<file path="config.mk">
export PLATFORM = sky130hd
export DESIGN_NAME = fetch_stage
export DESIGN_NICKNAME = d
export VERILOG_FILES = /design/src/rtl/fetch_stage.sv
export SDC_FILE = /design/constraint.sdc
export NUM_CORES = 1
export LEC_CHECK = 0
export CORE_MARGIN = 8
export CORE_UTILIZATION = 56
export DETAILED_ROUTE_END_ITERATION = 8
export PLACE_DENSITY_LB_ADDON = 0.15
export SLEW_MARGIN = 20
export SYNTH_ARGS = -nofsm -noshare
export SYNTH_HDL_FRONTEND = slang
export SYNTH_SLANG_ARGS = --single-unit
</file>
<file path="constraint.sdc">
create_clock -name clk -period 16.4 [get_ports clk]
set_clock_uncertainty 0.2 [all_clocks]
set_input_delay 3.28 -clock clk [delete_from_list [all_inputs] [get_ports clk]]
set_output_delay 3.28 -clock clk [all_outputs]
set_load 0.02 [all_outputs]
</file>
<file path="src/rtl/fetch_stage.sv">
// Instruction fetch stage: owns the PC, issues word fetches, buffers returned
// words with their PCs and hands them to decode over a valid/ready handshake.
module fetch_stage #(
  parameter logic [31:0] RESET_PC  = 32'h0000_0000,
  parameter int          BUF_DEPTH = 2
) (
  input  logic        clk,
  input  logic        rst,
  output logic        imem_req_valid,
  input  logic        imem_req_ready,
  output logic [31:0] imem_req_addr,
  input  logic        imem_resp_valid,
  input  logic [31:0] imem_resp_data,
  input  logic        redirect_valid,
  input  logic [31:0] redirect_pc,
  output logic        id_valid,
  input  logic        id_ready,
  output logic [31:0] id_instr,
  output logic [31:0] id_pc
);

  localparam int AW = $clog2(BUF_DEPTH);
  localparam int CW = AW + 1;
  localparam logic [CW:0]   DEPTH_X = (CW+1)'(BUF_DEPTH);
  localparam logic [CW-1:0] DEPTH_C = CW'(BUF_DEPTH);

  logic [31:0]   fetch_pc_reg, fetch_pc_next;
  logic [31:0]   rsp_pc_reg, rsp_pc_next;
  logic [CW-1:0] outstanding_reg, outstanding_next;
  logic [CW-1:0] drop_cnt_reg, drop_cnt_next;
  logic [CW-1:0] wr_ptr_reg, wr_ptr_next;
  logic [CW-1:0] rd_ptr_reg, rd_ptr_next;
  logic [CW-1:0] fifo_count;

  logic [31:0] pc_mem    [BUF_DEPTH];
  logic [31:0] instr_mem [BUF_DEPTH];

  logic credit, req_fire, push, pop, fifo_empty, fifo_full;

  assign fifo_count = wr_ptr_reg - rd_ptr_reg;
  assign fifo_empty = (fifo_count == '0);
  assign fifo_full  = (fifo_count == DEPTH_C);

  // Credit reserves a buffer slot for every in-flight request, so a response
  // always has somewhere to land even though it cannot be back-pressured.
  assign credit = ({1'b0, outstanding_reg} + {1'b0, fifo_count}) < DEPTH_X;

  assign imem_req_valid = !rst && credit && !redirect_valid;
  assign imem_req_addr  = fetch_pc_reg;
  assign req_fire       = imem_req_valid && imem_req_ready;

  assign push = imem_resp_valid && (drop_cnt_reg == '0) && !redirect_valid;
  assign pop  = id_valid && id_ready;

  assign id_valid = !fifo_empty;
  assign id_instr = fifo_empty ? 32'h0000_0013 : instr_mem[rd_ptr_reg[AW-1:0]];
  assign id_pc    = fifo_empty ? 32'h0000_0000 : pc_mem[rd_ptr_reg[AW-1:0]];

  always_comb begin
    fetch_pc_next    = fetch_pc_reg;
    rsp_pc_next      = rsp_pc_reg;
    drop_cnt_next    = drop_cnt_reg;
    wr_ptr_next      = wr_ptr_reg;
    rd_ptr_next      = rd_ptr_reg;
    outstanding_next = outstanding_reg + CW'(req_fire) - CW'(imem_resp_valid);
    if (redirect_valid) begin
      // Everything still in flight belongs to the wrong path.
      fetch_pc_next = redirect_pc;
      rsp_pc_next   = redirect_pc;
      drop_cnt_next = outstanding_next;
      wr_ptr_next   = '0;
      rd_ptr_next   = '0;
    end else begin
      if (req_fire)
        fetch_pc_next = fetch_pc_reg + 32'd4;
      if (imem_resp_valid && (drop_cnt_reg != '0))
        drop_cnt_next = drop_cnt_reg - CW'(1);
      if (push) begin
        rsp_pc_next = rsp_pc_reg + 32'd4;
        wr_ptr_next = wr_ptr_reg + CW'(1);
      end
      if (pop)
        rd_ptr_next = rd_ptr_reg + CW'(1);
    end
  end

  always_ff @(posedge clk) begin
    if (rst) begin
      fetch_pc_reg    <= RESET_PC;
      rsp_pc_reg      <= RESET_PC;
      outstanding_reg <= '0;
      drop_cnt_reg    <= '0;
      wr_ptr_reg      <= '0;
      rd_ptr_reg      <= '0;
    end else begin
      fetch_pc_reg    <= fetch_pc_next;
      rsp_pc_reg      <= rsp_pc_next;
      outstanding_reg <= outstanding_next;
      drop_cnt_reg    <= drop_cnt_next;
      wr_ptr_reg      <= wr_ptr_next;
      rd_ptr_reg      <= rd_ptr_next;
    end
  end

  always_ff @(posedge clk) begin
    if (push) begin
      pc_mem[wr_ptr_reg[AW-1:0]]    <= rsp_pc_reg;
      instr_mem[wr_ptr_reg[AW-1:0]] <= imem_resp_data;
    end
  end

  assert property (@(posedge clk) disable iff (rst) !(push && fifo_full));

endmodule
</file>
Yosys cells after proc, flatten, opt, wreduce, memory -nomap -nowiden --
Memory sizes are Yosys's and may differ from the RTL's. A register that Yosys moved wholly into a read port is not among the register bits. Cells that the tools add are included. Widths: inputs -> output; s select.
Cells by class: mux-type cells 14, bitwise logic cells 0, divide/modulo/power cells 0, multipliers 0, add/sub/neg operators 9, shifts and indexed selects 0, equal/unequal tests 0, reduce and logical (&&, ||, !) cells 17, $lt $le $gt $ge 1
Operators by type and width (count):
- $mux 32 | 6
- $add 32x3->32 const B | 2
- $reduce_bool 2->1 | 4
- $logic_and 1x1->1 | 7
- $mux 1 | 6
- $add 2x1->2 const B | 2
- $logic_not 2->1 | 2
- $mux 2 | 2
- $add 2x2->3 | 1
- $logic_not 1->1 | 3
- $lt 3x2->1 const B | 1
- $add 2x1->2 | 1
- $reduce_or 2->1 | 1
- $sub 2x1->2 | 1
- $sub 2x1->2 const B | 1
- $sub 2x2->2 | 1
Word-level totals: RAM bits 128, ROM bits 0, word-level logic and storage cells 49, bits in latches 0, memories kept 2, input bits 70, bits in registers 72
Memory list:
- instr_mem | depth 2, width 32, rd ports 1, clocked after Yosys merged registers in 1, wr ports 1, line 36 | logic [31:0] instr_mem [BUF_DEPTH];
- pc_mem | depth 2, width 32, rd ports 1, clocked after Yosys merged registers in 1, wr ports 1, line 35 | logic [31:0] pc_mem [BUF_DEPTH];

Longest topological paths before layout --
depth in word-level cells 9, depth in mapped cells 15, mapped depth without buffers 14

Least setup slack after synthesis --
Ideal clock, no wire load.
path type input to register, from input port redirect_valid, to memory instr_mem[1][0], enable pin, setup time 569 ps, data required time 15631 ps, arrival 7973 ps, stages on the path 3, path buffers 2, setup slack 7658 ps, cell sequence buf_6 buf_6 nor3_1
Between the ends: cells in the longest elaborated chain, start to end 4
RTL lines:
- start: declaration | line 14 | input logic redirect_valid,
- $logic_not 1->1 | line 52 | assign push = imem_resp_valid && (drop_cnt_reg == '0) && !redirect_valid;
- $logic_and 1x1->1 | line 52
- $mux 1 | line 106 | if (push) begin
- $mux 1 (implied by the code) | line 108 | instr_mem[wr_ptr_reg[AW-1:0]] <= imem_resp_data;
- end: declaration | line 36
No other way between the ends.

Worst setup path in the final report --
from input port rst, to output port imem_req_valid
Between the ends: cells in the longest elaborated chain, start to end 3
RTL lines:
- start: declaration | line 8 | input logic rst,
- $logic_not 1->1 | line 48 | assign imem_req_valid = !rst && credit && !redirect_valid;
- $logic_and 1x1->1 (2 in a row) | line 48
- end: declaration | line 9 | output logic imem_req_valid,
No other way between the ends.

==> impl_metrics.py <==
metrics = {
    "status": {
        "status": "completed",
    },
    "critical_path": {
        "cp_cell_sequence": "clkdlybuf4s50_1, buf_4, nor2_1, and3_1, clkdlybuf4s50_1",
        "critPathSlowestCell": "clkdlybuf4s50_1",
        "start_kind": "input pin",
        "rr_startpoint": "wr_ptr_reg[0]",
        "crit_required_ns": 12.92,
        "slowest_delay_ns": 0.54,
        "r2r.worst_path.cells": 14,
        "r2r-end": "drop_cnt_reg[1]",
        "cpMostUsedCell": "clkdlybuf4s50_1",
        "crit_fanout": 49,
        "path_buf_inv": 3,
        "end_kind": "primary output",
        "cp_top_family": "buffers and inverters",
        "cp.arrival_ns": 5.11,
        "reg2reg_setup_slack_ns": 12.95,
        "crit_type": "input pin to primary output",
    },
    "drt": {
        "drt_iter0_markers": 490,
        "vias": 6187,
        "routedWlPerCell_um": 18.6,
        "antenna_left": 0,
        "vias_per_cell": 5.66,
        "drtPass1Iterations": 6,
        "drc": 0,
        "wirelength_um": 20300,
    },
    "grt": {
        "grt_start_max_net_pins": 66,
        "grt_pass1_vias": 6321,
        "antenna_found_initial": 0,
        "grt_overflow": 0,
        "grt_pass1_wl_um": 32500,
        "track_usage_pct": 20.0,
    },
    "min_path": {
        "min_path_type": "flip-flop to flip-flop",
        "worstHoldPathCells": 0,
        "min_from": "rsp_pc_reg[1]",
        "whs_endpoint": "pc_mem[0][1]",
    },
    "cts": {
        "ctsResizeCount": 0,
        "htreeDepth": 1,
        "clk_pin_slew_ns": 0.06,
        "numCtsBuffers": 21,
        "ctsHoldBuffers": 0,
        "cts_setup_buffers": 0,
        "clockRootBuffer": "clkbuf_16",
        "clk_latency_ns": 0.47,
        "tritoncts": "yes",
        "cts.sinks": 201,
        "clock_path_buffers": 3,
    },
    "sta": {
        "setup_viol": 0,
        "rsz0062_at_grt": "no",
        "slew_violations": 0,
        "worst_pin_slew_ns": 1.11,
        "fin_ws_ns": 7.81,
        "hold_viol": 0,
        "fin_crit_ns": 8.59,
        "relSlewSlack_pct": 26.0,
        "fmax_ghz": 0.116,
        "min_period_over_period_pct": 52.4,
        "setup_tns_ns": 0,
    },
    "power": {
        "power_density_nw_per_um2": 105,
        "total_leakage_power_nw": 3.75,
        "ir_drop_v": 0.0000851,
    },
    "floorplan": {
        "rows": 45,
        "core-area_um2": 15200,
        "fp.dieW_um": 141,
        "start_util_pct": 57.2,
        "dieArea_um2": 19800,
        "die_height_um": 141,
        "io_pins": 168,
    },
    "synth": {
        "yosysUniqueCellTypes": 50,
        "netlist_area_um2": 8690,
        "synthCells": 729,
        "synthTopCellsByArea": "edfxtp_1, dfxtp_1, mux2i_1",
        "ys.flop_type": "edfxtp_1",
        "synth_top_area_cell": "edfxtp_1",
        "seq_area_frac_synth_pct": 61.0,
        "synth-seq-cells": 201,
        "syn-num-nets": 806,
        "synth_top_area_share_pct": 44.2,
        "synth-async-reset-ratio_pct": 0,
        "synth_edf_count": 128,
        "yosysWarnings": 0,
        "syn_area_per_cell_um2": 11.9,
    },
    "place": {
        "place_ws_ns": 7.83,
        "io_buffers": 167,
        "dpl.hpwl_um": 14000,
        "gp_congestion": 0.939,
        "dpl-instance-area_um2": 10500,
    },
    "final_layout": {
        "design_area_um2": 11100,
        "nets": 968,
        "drive_above_1_share_pct": 5.52,
        "area_delta_synth_final_pct": 28.0,
        "diodes": 0,
        "fillers": 1042,
    },
    "run": {
        "max_cap_violations": 0,
    },
}
## cells in the mapped netlist, drive strengths merged (2+ instances only)
master / count
o21bai: 3
xor2: 31
o21ai: 3
nor2: 93
and3: 12
nand3: 22
xnor2: 25
nand4: 26
nor2b: 4
dfxtp: 73
or3: 2
inv: 32
ha: 6
a21oi: 32
a21boi: 37
a31oi: 5
edfxtp: 128
o21a: 5
and2: 3
a211oi: 8
nor3: 17
nor4: 5
o31a: 2
mux2i: 65
nand2: 41
clkbuf: 27
and4: 5
buf: 6
## report_power, final
part / internal, W / switching, W / total [W] / leakage, nW
logic: 0.0000634 / 0.0000738 / 0.000137 / 1.66
clock network: 0.000262 / 0.000177 / 0.000439 / 0.311
registers: 0.000567 / 0.0000228 / 0.000590 / 1.78
total: 0.000893 / 0.000273 / 0.00117 / 3.75
## cells by family after synthesis
group           Yosys count  share of synthesized area (%)
xor+xnor                 57                           5.90
fa+ha+maj                 7                           1.09
buf+inv                  65                           3.25
mux                      65                           7.49
simple gates            233                           13.5
compound gates          101                           7.77
flops                   201                           61.0
## layer usage
layer	global-route usage, %	wire [um]
met1	26.0	8740
met2	33.2	9530
met3	5.00	1730
met4	4.86	344
met5	0	0
## worst max-delay path by stage
stage	endpoint	from	slack [ns]	cells past startpoint
6_report	imem_req_valid	rst	7.81	5
5_1_grt	imem_req_valid	rst	7.72	5
4_1_cts	imem_req_valid	rst	7.83	5
3_5_place_dp	imem_req_valid	rst	7.83	5
3_3_place_gp	imem_req_valid	rst	7.86	5
2_1_floorplan	instr_mem[1][0]	redirect_valid	7.66	3
## per-stage QoR
step | total power (W) | hold WS (ns) | cells | util [%]
2_1_floorplan | 0.000672 | 0.225 | 729 | -
3_3_place_gp | 0.000731 | 0.240 | 1056 | 69.0
3_5_place_dp | 0.000737 | 0.253 | 1056 | 69.0
4_1_cts | 0.00118 | 0.267 | 1093 | 73.2
5_1_grt | 0.00121 | 0.278 | 1093 | 73.2
6_report | 0.00117 | 0.270 | 1093 | 73.2
## area by class of cell
type / instances / area [um^2] / area share (%)
clock inverters: 4 / 45.0 / 0.405
clock buffers: 33 / 591 / 5.31
flip-flops and latches: 201 / 5310 / 47.7
multi-input cells: 463 / 3120 / 28.0
repair buffers: 172 / 1710 / 15.4
well taps: 188 / 235 / 2.11
inverters: 32 / 120 / 1.08
## cells in the final DEF, fill, tap and decap left out, drive strengths merged, types with 4 or more instances in the layout
cell type	instances
ha	6
clkbuf	33
buf	5
nand4	26
nor2	93
nor2b	4
clkdlybuf4s50	167
nor3	17
edfxtp	128
and4	5
dfxtp	73
mux2i	65
nand3	22
nand2	41
a21oi	32
xnor2	25
a31oi	5
inv	32
o21a	5
a211oi	8
xor2	31
a21boi	37
nor4	5
and3	12
Power figures use the tool's default switching activity.
